<file path="config.mk">
export PLATFORM = sky130hd
export DESIGN_NAME = indirect_sync_copier
export DESIGN_NICKNAME = d
export VERILOG_FILES = /design/src/rtl/ppu_pkg.sv /design/src/rtl/delay_line.sv /design/src/rtl/up_counter.sv /design/src/rtl/indirect_sync_copier.sv
export SDC_FILE = /design/constraint.sdc
export NUM_CORES = 1
export LEC_CHECK = 0
export ABC_AREA = 1
export BUFFER_PORTS_ARGS = -buffer_cell sky130_fd_sc_hd__clkbuf_2
export CAP_MARGIN = 25
export CORE_ASPECT_RATIO = 1.2
export CORE_MARGIN = 2
export CORE_UTILIZATION = 46
export CTS_BUF_LIST = sky130_fd_sc_hd__clkbuf_2 sky130_fd_sc_hd__clkbuf_4 sky130_fd_sc_hd__clkbuf_8
export CTS_CLUSTER_DIAMETER = 120
export DETAILED_ROUTE_END_ITERATION = 8
export PLACE_DENSITY_LB_ADDON = 0.25
export SKIP_LAST_GASP = 1
export SLEW_MARGIN = 20
export SYNTH_ARGS = -nofsm -noshare
export SYNTH_HDL_FRONTEND = slang
export SYNTH_SLANG_ARGS = --single-unit
export TNS_END_PERCENT = 10
</file>
<file path="constraint.sdc">
create_clock -name clk -period 3.2 [get_ports clk]
set_input_delay 0.32 -clock clk [delete_from_list [all_inputs] [get_ports clk]]
set_output_delay 0.32 -clock clk [all_outputs]
set_load 0.005 [all_outputs]
</file>
<file path="src/rtl/ppu_pkg.sv">
// Shared PPU types: copier FSM state and write-latency helper.
package ppu_pkg;

  typedef enum logic [1:0] {
    IDLE,
    ISSUE,
    DRAIN
  } isc_state_t;

  // Issue-to-write latency: address-buffer read followed by source read.
  function automatic int unsigned isc_wr_lat(input int unsigned abuf_lat,
                                             input int unsigned src_lat);
    return abuf_lat + src_lat;
  endfunction

endpackage

</file>
<file path="src/rtl/delay_line.sv">
// Fixed-depth register pipeline, cleared by asynchronous reset.
module delay_line #(
  parameter int unsigned WIDTH = 1,
  parameter int unsigned DEPTH = 1
) (
  input  logic             clk,
  input  logic             rst,
  input  logic [WIDTH-1:0] din,
  output logic [WIDTH-1:0] dout
);

  logic [WIDTH-1:0] stage_q [DEPTH];
  logic [WIDTH-1:0] stage_d [DEPTH];

  always_comb begin
    stage_d[0] = din;
    for (int unsigned k = 1; k < DEPTH; k++) begin
      stage_d[k] = stage_q[k-1];
    end
  end

  always_ff @(posedge clk or posedge rst) begin
    if (rst) begin
      for (int unsigned k = 0; k < DEPTH; k++) begin
        stage_q[k] <= '0;
      end
    end else begin
      for (int unsigned k = 0; k < DEPTH; k++) begin
        stage_q[k] <= stage_d[k];
      end
    end
  end

  assign dout = stage_q[DEPTH-1];

endmodule

</file>
<file path="src/rtl/up_counter.sv">
// Loadable up counter; load takes priority over increment.
module up_counter #(
  parameter int unsigned WIDTH = 8
) (
  input  logic             clk,
  input  logic             rst,
  input  logic             load,
  input  logic [WIDTH-1:0] load_val,
  input  logic             inc,
  output logic [WIDTH-1:0] q
);

  logic [WIDTH-1:0] cnt_q, cnt_d;

  always_comb begin
    cnt_d = cnt_q;
    if (load) begin
      cnt_d = load_val;
    end else if (inc) begin
      cnt_d = cnt_q + WIDTH'(1);
    end
  end

  always_ff @(posedge clk or posedge rst) begin
    if (rst) begin
      cnt_q <= '0;
    end else begin
      cnt_q <= cnt_d;
    end
  end

  assign q = cnt_q;

endmodule

</file>
<file path="src/rtl/indirect_sync_copier.sv">
// On sync, walks the address buffer, reads the source RAM through each entry
// and writes the results contiguously into the target RAM from targ_base.
module indirect_sync_copier
  import ppu_pkg::*;
#(
  parameter int unsigned ABUF_ADDR_WIDTH = 6,
  parameter int unsigned SRC_ADDR_WIDTH  = 12,
  parameter int unsigned TARG_ADDR_WIDTH = 6,
  parameter int unsigned DATA_WIDTH      = 64,
  parameter int unsigned ABUF_RD_LAT     = 2,
  parameter int unsigned SRC_RD_LAT      = 2
) (
  input  logic                       clk,
  input  logic                       rst,
  input  logic                       sync,
  input  logic [ABUF_ADDR_WIDTH:0]   count,
  input  logic [TARG_ADDR_WIDTH-1:0] targ_base,
  output logic                       busy,
  output logic                       done,
  output logic [ABUF_ADDR_WIDTH-1:0] addr_abuf,
  input  logic [SRC_ADDR_WIDTH:0]    rddata_abuf,
  output logic [SRC_ADDR_WIDTH-1:0]  addr_src,
  output logic                       wren_src,
  input  logic [DATA_WIDTH-1:0]      rddata_src,
  output logic [TARG_ADDR_WIDTH-1:0] addr_targ,
  output logic [DATA_WIDTH-1:0]      wrdata_targ,
  output logic                       wren_targ
);

  localparam int unsigned WR_LAT = isc_wr_lat(ABUF_RD_LAT, SRC_RD_LAT);
  localparam int unsigned CW     = ABUF_ADDR_WIDTH + 1;
  localparam logic [CW-1:0] MAX_CNT = {1'b1, {ABUF_ADDR_WIDTH{1'b0}}};

  isc_state_t state_q, state_d;
  logic          busy_q, busy_d;
  logic          done_q, done_d;
  logic [CW-1:0] cnt_q, cnt_d;
  logic [CW-1:0] rem_q, rem_d;

  logic                       accept;
  logic                       issue;
  logic                       last_issue;
  logic                       idx_inc;
  logic [CW-1:0]              sat_count;
  logic [ABUF_ADDR_WIDTH-1:0] idx;
  logic                       tok_out;
  logic                       en_dly;

  // rem counts writes still owed; done fires on the cycle after the last one.
  always_comb begin
    sat_count  = (count > MAX_CNT) ? MAX_CNT : count;
    accept     = (state_q == IDLE) && sync;
    issue      = (state_q == ISSUE);
    last_issue = issue && ({1'b0, idx} == (cnt_q - CW'(1)));
    idx_inc    = issue && !last_issue;

    state_d = state_q;
    cnt_d   = cnt_q;
    rem_d   = rem_q;
    done_d  = 1'b0;

    if (tok_out) begin
      rem_d = rem_q - CW'(1);
    end

    case (state_q)
      IDLE: begin
        if (sync) begin
          cnt_d   = sat_count;
          rem_d   = sat_count;
          state_d = (sat_count == '0) ? DRAIN : ISSUE;
        end
      end
      ISSUE: begin
        if (last_issue) begin
          state_d = DRAIN;
        end
      end
      DRAIN: begin
        if ((rem_q == '0) || ((rem_q == CW'(1)) && tok_out)) begin
          done_d  = 1'b1;
          state_d = IDLE;
        end
      end
      default: state_d = IDLE;
    endcase

    busy_d = (state_d != IDLE);
  end

  always_ff @(posedge clk or posedge rst) begin
    if (rst) begin
      state_q <= IDLE;
      busy_q  <= 1'b0;
      done_q  <= 1'b0;
      cnt_q   <= '0;
      rem_q   <= '0;
    end else begin
      state_q <= state_d;
      busy_q  <= busy_d;
      done_q  <= done_d;
      cnt_q   <= cnt_d;
      rem_q   <= rem_d;
    end
  end

  up_counter #(
    .WIDTH(ABUF_ADDR_WIDTH)
  ) u_idx_cnt (
    .clk      (clk),
    .rst      (rst),
    .load     (accept),
    .load_val ('0),
    .inc      (idx_inc),
    .q        (idx)
  );

  up_counter #(
    .WIDTH(TARG_ADDR_WIDTH)
  ) u_wr_addr_cnt (
    .clk      (clk),
    .rst      (rst),
    .load     (accept),
    .load_val (targ_base),
    .inc      (tok_out),
    .q        (addr_targ)
  );

  // One token per issued index, emerging exactly when its source data is valid.
  delay_line #(
    .WIDTH(1),
    .DEPTH(WR_LAT)
  ) u_tok_dly (
    .clk  (clk),
    .rst  (rst),
    .din  (issue),
    .dout (tok_out)
  );

  delay_line #(
    .WIDTH(1),
    .DEPTH(SRC_RD_LAT)
  ) u_en_dly (
    .clk  (clk),
    .rst  (rst),
    .din  (rddata_abuf[SRC_ADDR_WIDTH]),
    .dout (en_dly)
  );

  assign addr_abuf   = idx;
  assign addr_src    = rddata_abuf[SRC_ADDR_WIDTH-1:0];
  assign wren_src    = 1'b0;
  assign wren_targ   = tok_out;
  assign wrdata_targ = en_dly ? rddata_src : '0;
  assign busy        = busy_q;
  assign done        = done_q;

endmodule

</file>
==> results_dict.tcl, run 1 <==
set metrics [dict create \
    syn_area_um2 2630 \
    synth_top_flop_cell "dfrtp_1" \
    worstPathRequired_ps 2880 \
    max-cap-violations 0 \
    synth_edf_count 0 \
    slew_headroom_pct 35.5 \
    wl_met3_um 814 \
    yosys.cell_types.count 25 \
    power.clock.fraction_pct 13.9 \
    vias 2935 \
    cp-end-kind "output pin" \
    gp_congestion 0.900 \
    port_buffers 159 \
    nets 659 \
    clkTransAtPathRegs_ps 70 \
    routed.top_layer "met4" \
    grt_usage_pct 26.1 \
    fin_setup_tns_ps 0 \
    period_share_pct 64.8 \
    synthXorXnorAreaFrac_pct 3.00 \
    vias_per_cell 4.70 \
    synth_top_cell_area_share_pct 34.3 \
    syn_area_per_cell_um2 6.29 \
    slowest_delay_ps 1010 \
    clock_sinks 36 \
    ctsResizeCount 0 \
    comb_power_share_pct 50.3 \
    wirelength_um 8140 \
    antenna_found_initial 0 \
    grt_pass1_wl_um 12800 \
    postLayoutCoreUtil_pct 62.0 \
    start_kind "flip-flop" \
    reg2reg_from "cnt_q[0]" \
    wl_per_cell_um 13.0 \
    worst-r2r-setup-slack_ps 1480 \
    pin_count 185 \
    dr_wl_met2_um 3550 \
    crit_chain "nand2_1 > inv_1 > clkbuf_2" \
    synth_compound_area_share_pct 7.14 \
    drc 0 \
    h-tree-depth 2 \
    min_period_ps 2070 \
    synth_most_common_cell "nand2_1" \
    grt_pass1_vias 2670 \
    drive_gt1_share_pct 31.9 \
    yosysSeqAreaShare_pct 34.3 \
    max_slew.worst_pin.slew_ps 968 \
    numCtsBuffers 5 \
    grt_max_degree 65 \
    wl_met1_um 3660 \
    dieHeight_um 86.8 \
    path_max_fanout 64 \
    p_int_mw 1.37 \
    slew_viol_final 0 \
    synth_top_family_by_area "simple AND/OR/NAND/NOR gates" \
    cts-hold-fix-buffers 0 \
    tritoncts "built" \
    synthesis.instances 418 \
    clock_latency_ps 280 \
    core_area_um2 5590 \
    total_power_mw 2.50 \
    synth_nets 517 \
    yosysWarnings 0 \
    yosys_register_bits 36 \
    seqPwrFrac_pct 35.8 \
    ys_async_sr_fraction_pct 100 \
    p_switching_mw 1.13 \
    synth_mux_area_share_pct 0 \
    synthTopCellsByCount "nand2_1 (131), inv_1 (103), dfrtp_1 (36)" \
    critical-path-slowest-cell "dfrtp_2" \
    ctsLongestPathBuffers 2 \
    yosys.area.top_type "dfrtp_1" \
    synth_area_leaders "dfrtp_1 (34%), nand2_1 (19%), inv_1 (15%)" \
    first_pass_iters 4 \
    power_leakage_nw 2.48 \
    rsz0062_at_grt "no" \
    cts-root-buf "clkbuf_8" \
    start_util_pct 47.0 \
    die_x_um 73.0 \
    r2r_cells 11 \
    pwr_density_cell_nw_per_um2 720 \
    area_delta_synth_final_pct 31.9 \
    power_switching_share_pct 45.2 \
    dp_hpwl_um 6660 \
    max_freq_mhz 483 \
    hold_class "primary input to async pin" \
    setup_viol_count_final 0 \
    clock_skew_ps 5.25 \
    path_class "flip-flop to output pin" \
    grt_overflow 0 \
    outcome "complete, no violations" \
    num_rows 30 \
    timing_hold_violations_final 0 \
    antenna_cells 0 \
    drtIter0Drc 128 \
    die_area_um2 6330 \
    synthAdderAreaFrac_pct 2.86 \
    r2r_end "busy" \
    ant_nets 0 \
    vdd_ir_drop_max_mv 0.646 \
    critPathArrivalTime_ps 1750 \
    synthSimpleGateAreaFrac_pct 32.0 \
    post_cts_buffers 0 \
]
per-stage QoR:
step                      instance area (um^2)  cells  setup slack (ps)  hold WS [ps]
after floorplan                           2630    418              1620           331
after global placement                    3370    617              1480           334
after detailed placement                  3370    617              1440           342
after CTS                                 3470    625              1120           129
after global routing                      3470    625               991           138
final                                     3470    625              1130           116
cells by family after synthesis:
group	after synthesis
AOI/OAI and AO/OA	35
xor gates and xnor gates	9
adders and majority gates	6
buffers and inverters	130
DFF	36
other	1
and+or+nand+nor	201
registers in the layout (all words and copies together), names as in the netlist:
signal,flops
cnt_q,7
rem_q,7
u_idx_cnt.q,6
u_wr_addr_cnt.q,6
u_tok_dly.stage_d,3
state_q,2
busy,1
done,1
u_en_dly.dout,1
u_en_dly.stage_d,1
u_tok_dly.dout,1
layer usage:
layer | vias up | global-route usage, %
met1 | 1294 | 37.3
met4 | 0 | 7.58
li1 | 1502 | -
met2 | 127 | 39.5
met3 | 12 | 5.70
met5 | - | 0
critical path, delay by kind of cell (launching register included):
family,cells,cell delay (ps)
buffers and inverters,2,220
DFF,1,1010
and+or+nand+nor,1,230
placed cells by master (no fill, tap or decap), types with 2 or more instances in the layout:
cell      count
nand4_1       7
xnor2_1       3
clkbuf_4      2
nand2_1     131
a21oi_1       5
ha_1          6
buf_4         2
dfrtp_1      35
clkbuf_8      6
nor2_2        4
nor2_1       24
o22ai_1       2
o21ai_0      24
nor3_1        3
clkbuf_2    159
a31oi_1       2
xor2_1        6
nand3_1      29
nand2_4       2
inv_1       103
cell type report:
| class | count | area (um^2) |
|---|---|---|
| Clock buffer | 8 | 97.6 |
| Fill cell | 528 | 2130 |
| Inverter | 104 | 390 |
| Multi-Input combinational cell | 252 | 1180 |
| Sequential cell | 36 | 902 |
| Tap cell | 64 | 80.1 |
| Timing Repair Buffer | 161 | 811 |
worst max-delay path by stage:
| stage | startpoint | to | slack, ps |
|---|---|---|---|
| 3_3_place_gp | u_en_dly.dout | wrdata_targ[11] | 1480 |
| 3_5_place_dp | u_en_dly.dout | wrdata_targ[62] | 1440 |
| 2_1_floorplan | cnt_q[0] | busy | 1620 |
| 6_report | u_en_dly.dout | wrdata_targ[62] | 1130 |
| 4_1_cts | u_en_dly.dout | wrdata_targ[62] | 1120 |
| 5_1_grt | u_en_dly.dout | wrdata_targ[62] | 990 |
power groups by stage:
stage / logic, mW / registers (mW) / clock network [mW]
floorplan: 0.952 / 0.826 / 0
global placement: 1.23 / 0.893 / 0
detailed placement: 1.26 / 0.894 / 0
CTS: 1.26 / 0.889 / 0.355
global route: 1.47 / 0.928 / 0.373
finish: 1.25 / 0.894 / 0.347
(Power assumes the default switching activity.)
==> run 2, diff against run 1 <==
--- a/config.mk
+++ b/config.mk
@@ -5,12 +5,12 @@
 export SDC_FILE = /design/constraint.sdc
 export NUM_CORES = 1
 export LEC_CHECK = 0
-export ABC_AREA = 1
+export ABC_AREA = 0
 export BUFFER_PORTS_ARGS = -buffer_cell sky130_fd_sc_hd__clkbuf_2
 export CAP_MARGIN = 25
 export CORE_ASPECT_RATIO = 1.2
 export CORE_MARGIN = 2
-export CORE_UTILIZATION = 46
+export CORE_UTILIZATION = 41
 export CTS_BUF_LIST = sky130_fd_sc_hd__clkbuf_2 sky130_fd_sc_hd__clkbuf_4 sky130_fd_sc_hd__clkbuf_8
 export CTS_CLUSTER_DIAMETER = 120
 export DETAILED_ROUTE_END_ITERATION = 8
==> constraint.sdc (replaced) <==
create_clock -name clk -period 2.01 [get_ports clk]
set_input_delay 0.201 -clock clk [delete_from_list [all_inputs] [get_ports clk]]
set_output_delay 0.201 -clock clk [all_outputs]
set_load 0.005 [all_outputs]
==> run 2 against run 1 <==
Net effect:
- the run now ends with negative hold slack left
- critical endpoint is now u_idx_cnt.q[2]
- final cell count is 24% lower
- combinational power is 33% higher
- global-route usage is 3.0 points lower
- register-to-register slack worse by 1400 ps
==> results_dict.tcl, run 2 <==
set metrics [dict create \
    hold_ws_ps -11.8 \
    hold_class "primary input to async pin" \
    wl_met1_um 3190 \
    vias_per_cell 4.87 \
    port_buffers 159 \
    antenna_found_initial 0 \
    synthSimpleGateAreaFrac_pct 34.3 \
    drtIter0Drc 109 \
    max-cap-violations 0 \
    synth_most_common_cell "and2_1" \
    nets 511 \
    synthAdderAreaFrac_pct 3.23 \
    ys_async_sr_fraction_pct 100 \
    r2r_end "u_idx_cnt.q[2]" \
    tritoncts "built" \
    worstPathRequired_ps 2220 \
    ctsResizeCount 0 \
    place_area_um2 3090 \
    wirelength_um 7410 \
    postLayoutCoreUtil_pct 58.0 \
    slew_viol_final 0 \
    reg.largest.list "cnt_q: 7 flops, rem_q: 7 flops" \
    first_pass_iters 5 \
    num_rows 30 \
    die_area_um2 6290 \
    p_switching_mw 1.45 \
    syn_area_um2 2320 \
    slowest_delay_ps 390 \
    synthXorXnorAreaFrac_pct 7.53 \
    syn_area_per_cell_um2 8.74 \
    worst-r2r-setup-slack_ps 120 \
    dieHeight_um 86.5 \
    layout_commonest_cell "clkbuf_2" \
    wl_per_cell_um 15.5 \
    cts-root-buf "clkbuf_8" \
    synth_area_leaders "dfrtp_1 (39%), and2_1 (17%), nand2_1 (5.3%)" \
    path_max_fanout 8 \
    fin_setup_tns_ps 0 \
    h-tree-depth 2 \
    clock_sinks 36 \
    power.clock.fraction_pct 18.7 \
    r2r_cells 8 \
    reg2reg_from "cnt_q[0]" \
    clock_latency_ps 290 \
    path_class "flip-flop to flip-flop" \
    total_power_mw 3.73 \
    path_buf_inv 1 \
    grt_pass1_wl_um 11000 \
    yosys_register_bits 36 \
    p_int_mw 2.28 \
    dp_hpwl_um 6030 \
    start_kind "flip-flop" \
    synth_top_flop_cell "dfrtp_1" \
    pin_count 185 \
    cpLargestDelayFamily "simple AND/OR/NAND/NOR gates" \
    yosysSeqAreaShare_pct 38.8 \
    timing_hold_violations_final 20 \
    wl_met3_um 941 \
    synth_top_cell_area_share_pct 38.8 \
    max_freq_mhz 529 \
    critPathArrivalTime_ps 2100 \
    grt_overflow 0 \
    gp_congestion 0.966 \
    power_switching_share_pct 38.8 \
    synthTopCellsByCount "and2_1 (65), dfrtp_1 (36), nand2_1 (33)" \
    synth_mux_area_share_pct 2.58 \
    synth_top_family_by_area "simple AND/OR/NAND/NOR gates" \
    yosysWarnings 0 \
    min_period_ps 1890 \
    cp.depth 8 \
    numCtsBuffers 5 \
    synth_compound_area_share_pct 5.92 \
    synthesis.instances 266 \
    final_cell_mix "clkbuf_2 (159), and2_1 (65), dfrtp_1 (36)" \
    setup_viol_count_final 0 \
    power_leakage_nw 1.75 \
    grt_usage_pct 23.1 \
    cp-end-kind "flip-flop" \
    routed.top_layer "met4" \
    crit_chain "inv_1 > ha_2 > xor2_1 > or3_1 > nand3_2 > nand4_4 > nand3_1 > mux2i_1" \
    post_cts_buffers 0 \
    grt_pass1_vias 2193 \
    cts-hold-fix-buffers 0 \
    endpoint "u_idx_cnt.q[2]" \
    seqPwrFrac_pct 36.8 \
    violations "negative hold slack" \
    ctsLongestPathBuffers 2 \
    outcome "finished, violations left" \
    die_x_um 72.7 \
    drc 0 \
    n_fill_cell 516 \
    yosys.area.top_type "dfrtp_1" \
    critical-path-slowest-cell "dfrtp_1" \
    start_util_pct 41.8 \
    yosys.cell_types.count 33 \
    clock_skew_ps 9.75 \
    pwr_density_cell_nw_per_um2 1160 \
    core_area_um2 5560 \
    period_share_pct 94.0 \
    synth_nets 365 \
    clkTransAtPathRegs_ps 80 \
    drive_gt1_share_pct 43.6 \
    comb_power_share_pct 44.4 \
    vdd_ir_drop_max_mv 0.891 \
    rsz0062_at_grt "no" \
    ant_nets 0 \
    dr_wl_met2_um 3200 \
    final_area_um2 3220 \
    startpoint "cnt_q[0]" \
    grt_max_degree 65 \
    synth_edf_count 0 \
    antenna_cells 0 \
    area_delta_synth_final_pct 38.6 \
    vias 2325 \
]
-- run 2: cell types whose count changed in the layout (fill, tap and decap cells not counted), moves of 6 or more --
cell / previous run / this run
and2_1: 0 / 65
nand2_1: 131 / 33
nand3_1: 29 / 7
nor2_1: 24 / 11
inv_1: 103 / 8
mux2i_1: 0 / 6
xnor2_1: 3 / 12
-- run 2: tightest hold or removal path: stages --
cell and delay [ps]:
clkbuf_2 80, inv_1 40, buf_4 400
-- run 2: how the worst min path moves through the flow --
stage / end / slack, ps
finish: u_wr_addr_cnt.q[1] / -10
global route: u_en_dly.stage_d[0] / 20
CTS: u_wr_addr_cnt.q[1] / 8
detailed placement: u_wr_addr_cnt.q[1] / 310
global placement: u_wr_addr_cnt.q[1] / 310
floorplan: u_en_dly.stage_d[0] / 230
-- run 2: through the flow --
stage                     hold WS, ps  setup WS, ps  std cells
after global routing             24.8          22.6        477
after detailed placement          314          73.7        469
final                           -11.8           121        477
after CTS                        7.98          64.4        477
after global placement            311           162        469
after floorplan                   232           256        266
-- run 2: cell families (layout without fill, tap and decap cells) --
family          Yosys count  in the layout
other cells               1              1
flops                    36             36
compound gates           24             24
mux                       6              6
simple gates            140            140
buf+inv                  33            180
fa+ha+maj                 6              6
xor+xnor                 20             20
-- run 2: layout make-up --
cell class                      count  area, um^2  share of cell area [%]
Timing Repair Buffer              164         833                    25.9
Tap cell                           64        80.1                    2.49
Inverter                            8        30.0                   0.932
Sequential cell                    36         901                    28.0
Clock inverter                      1        30.0                   0.932
Multi-Input combinational cell    197        1250                    38.8
Clock buffer                        7        96.3                    2.99
-- run 2: per-layer routing --
layer,up-vias,track usage [%]
met5,-,0
met4,0,3.87
met3,13,10.6
met2,133,34.1
met1,1041,31.6
li1,1138,-
-- run 2: power by group through the flow --
stage / Clock, mW / Sequential (mW) / Combinational, mW
finish: 0.700 / 1.38 / 1.66
global placement: 0 / 1.37 / 1.60
CTS: 0.709 / 1.38 / 1.67
global route: 0.748 / 1.43 / 1.87
floorplan: 0 / 1.31 / 1.18
detailed placement: 0 / 1.39 / 1.65
==> run 3, diff against run 2 <==
--- a/config.mk
+++ b/config.mk
@@ -14,6 +14,7 @@
 export CTS_BUF_LIST = sky130_fd_sc_hd__clkbuf_2 sky130_fd_sc_hd__clkbuf_4 sky130_fd_sc_hd__clkbuf_8
 export CTS_CLUSTER_DIAMETER = 120
 export DETAILED_ROUTE_END_ITERATION = 8
+export MAX_ROUTING_LAYER = met4
 export PLACE_DENSITY_LB_ADDON = 0.25
 export SKIP_LAST_GASP = 1
 export SLEW_MARGIN = 20
==> run 3 against run 2 <==
Net effect:
- final cell count unchanged
- global-route usage up 0.67 points
- maximum frequency up 0.35%
- non-clock buffer count unchanged
- setup slack better by 6.5 ps
- final area unchanged
- hold slack better by 2.4 ps
- the flow still finishes with violations (negative hold slack)
- total power about the same
- highest routed layer unchanged
- count of clock-buffer cells in the layout unchanged
==> results_dict.tcl, run 3 (synthesis gave the netlist of run 2 again) <==
set metrics [dict create \
    timing_hold_violations_final 11 \
    antenna_cells 0 \
    routed.top_layer "met4" \
    final_area_um2 3220 \
    gp_congestion 0.984 \
    cp-end-kind "flip-flop" \
    power_leakage_nw 1.75 \
    cts-root-buf "clkbuf_8" \
    place_area_um2 3090 \
    num_rows 30 \
    grt_pass1_wl_um 10900 \
    setup_viol_count_final 0 \
    max-cap-violations 0 \
    path_class "flip-flop to flip-flop" \
    pwr_density_cell_nw_per_um2 1160 \
    numCtsBuffers 5 \
    clock_latency_ps 290 \
    grt_pass1_vias 2204 \
    dr_wl_met2_um 3230 \
    wl_met3_um 861 \
    hold_ws_ps -9.42 \
    antenna_found_initial 0 \
    tritoncts "built" \
    final_cell_mix "clkbuf_2 (159), and2_1 (65), dfrtp_1 (36)" \
    fin_setup_tns_ps 0 \
    dp_hpwl_um 6030 \
    post_cts_buffers 0 \
    outcome "finished, violations left" \
    vias_per_cell 4.84 \
    die_area_um2 6290 \
    layout_commonest_cell "clkbuf_2" \
    drtIter0Drc 109 \
    first_pass_iters 5 \
    multi_input_area_um2 1250 \
    reg.largest.list "cnt_q: 7 flops, rem_q: 7 flops" \
    period_share_pct 93.7 \
    start_util_pct 41.8 \
    min_period_ps 1880 \
    grt_max_degree 65 \
    wl_met1_um 3250 \
    regArea_um2 901 \
    area_delta_synth_final_pct 38.6 \
    start_kind "flip-flop" \
    grt_overflow 0 \
    core_area_um2 5560 \
    wl_per_cell_um 15.5 \
    postLayoutCoreUtil_pct 58.0 \
    total_power_mw 3.73 \
    violations "negative hold slack" \
    dieHeight_um 86.5 \
    drc 0 \
    pin_count 185 \
    worstPathRequired_ps 2220 \
    slew_viol_final 0 \
    clkTransAtPathRegs_ps 80 \
    ant_nets 0 \
    n_fill_cell 516 \
    clock_sinks 36 \
    drive_gt1_share_pct 43.6 \
    max_freq_mhz 531 \
    critPathArrivalTime_ps 2090 \
    port_buffers 159 \
    rsz0062_at_grt "no" \
    h-tree-depth 2 \
    wirelength_um 7410 \
    vdd_ir_drop_max_mv 0.890 \
    nets 511 \
    die_x_um 72.7 \
    ctsLongestPathBuffers 2 \
    path_max_fanout 8 \
    vias 2309 \
    grt_usage_pct 23.8 \
    hold_class "primary input to async pin" \
    clock_skew_ps 9.24 \
]
## run 3: cell counts in the layout (fill, tap and decap cells not counted)
No cell type changed its count.
## run 3: what timing repair did
| action | in CTS | in global routing |
|---|---|---|
| hold buffers | 0 | 0 |
| resized for setup | 0 | 1 |
| setup endpoints to repair | 0 | 6 |
## run 3: routing by layer
metal | vias to the layer above | global-route usage (%)
met5 | - | -
met4 | 0 | 3.87
met3 | 12 | 9.65
met2 | 129 | 34.3
met1 | 1029 | 32.1
li1 | 1139 | -
## run 3: power by group
| part | internal (mW) | switching, mW |
|---|---|---|
| Clock | 0.438 | 0.262 |
| Combinational | 0.807 | 0.851 |
| Sequential | 1.04 | 0.336 |
| Total | 2.28 | 1.45 |
## run 3: area by class of cell
class / count / area share, %
Clock buffer: 7 / 2.99
Inverter: 8 / 0.932
Timing Repair Buffer: 164 / 25.9
Sequential cell: 36 / 28.0
Multi-Input combinational cell: 197 / 38.8
Tap cell: 64 / 2.49
Clock inverter: 1 / 0.932
## run 3: path summary, 6_finish.rpt
check                                        to  slack [ps]  depth (start not counted)                 start
setup / recovery                 u_idx_cnt.q[2]         130                          8              cnt_q[0]
hold / removal               u_wr_addr_cnt.q[1]          -9                          3                   rst
setup reg to reg                 u_idx_cnt.q[2]         130                          8              cnt_q[0]
hold reg to reg            u_tok_dly.stage_d[1]         350                          0  u_tok_dly.stage_d[2]
max in group asynchronous        u_tok_dly.dout        1670                          3                   rst
min in group clk            u_en_dly.stage_d[0]          30                          1       rddata_abuf[12]
## run 3: critical path: stages, from the launching register on
cell and delay [ps]:
dfrtp_1 390, inv_1 90, ha_2 220, xor2_1 160, or3_1 330, nand3_2 100
nand4_4 160, nand3_1 160, mux2i_1 180
## run 3: per-stage QoR
stage	instances	hold slack, ps	setup slack, ps
after detailed placement	469	314	73.7
final	477	-9.42	127
after global placement	469	311	162
after floorplan	266	232	256
after global routing	477	24.8	22.6
after CTS	477	7.98	64.4
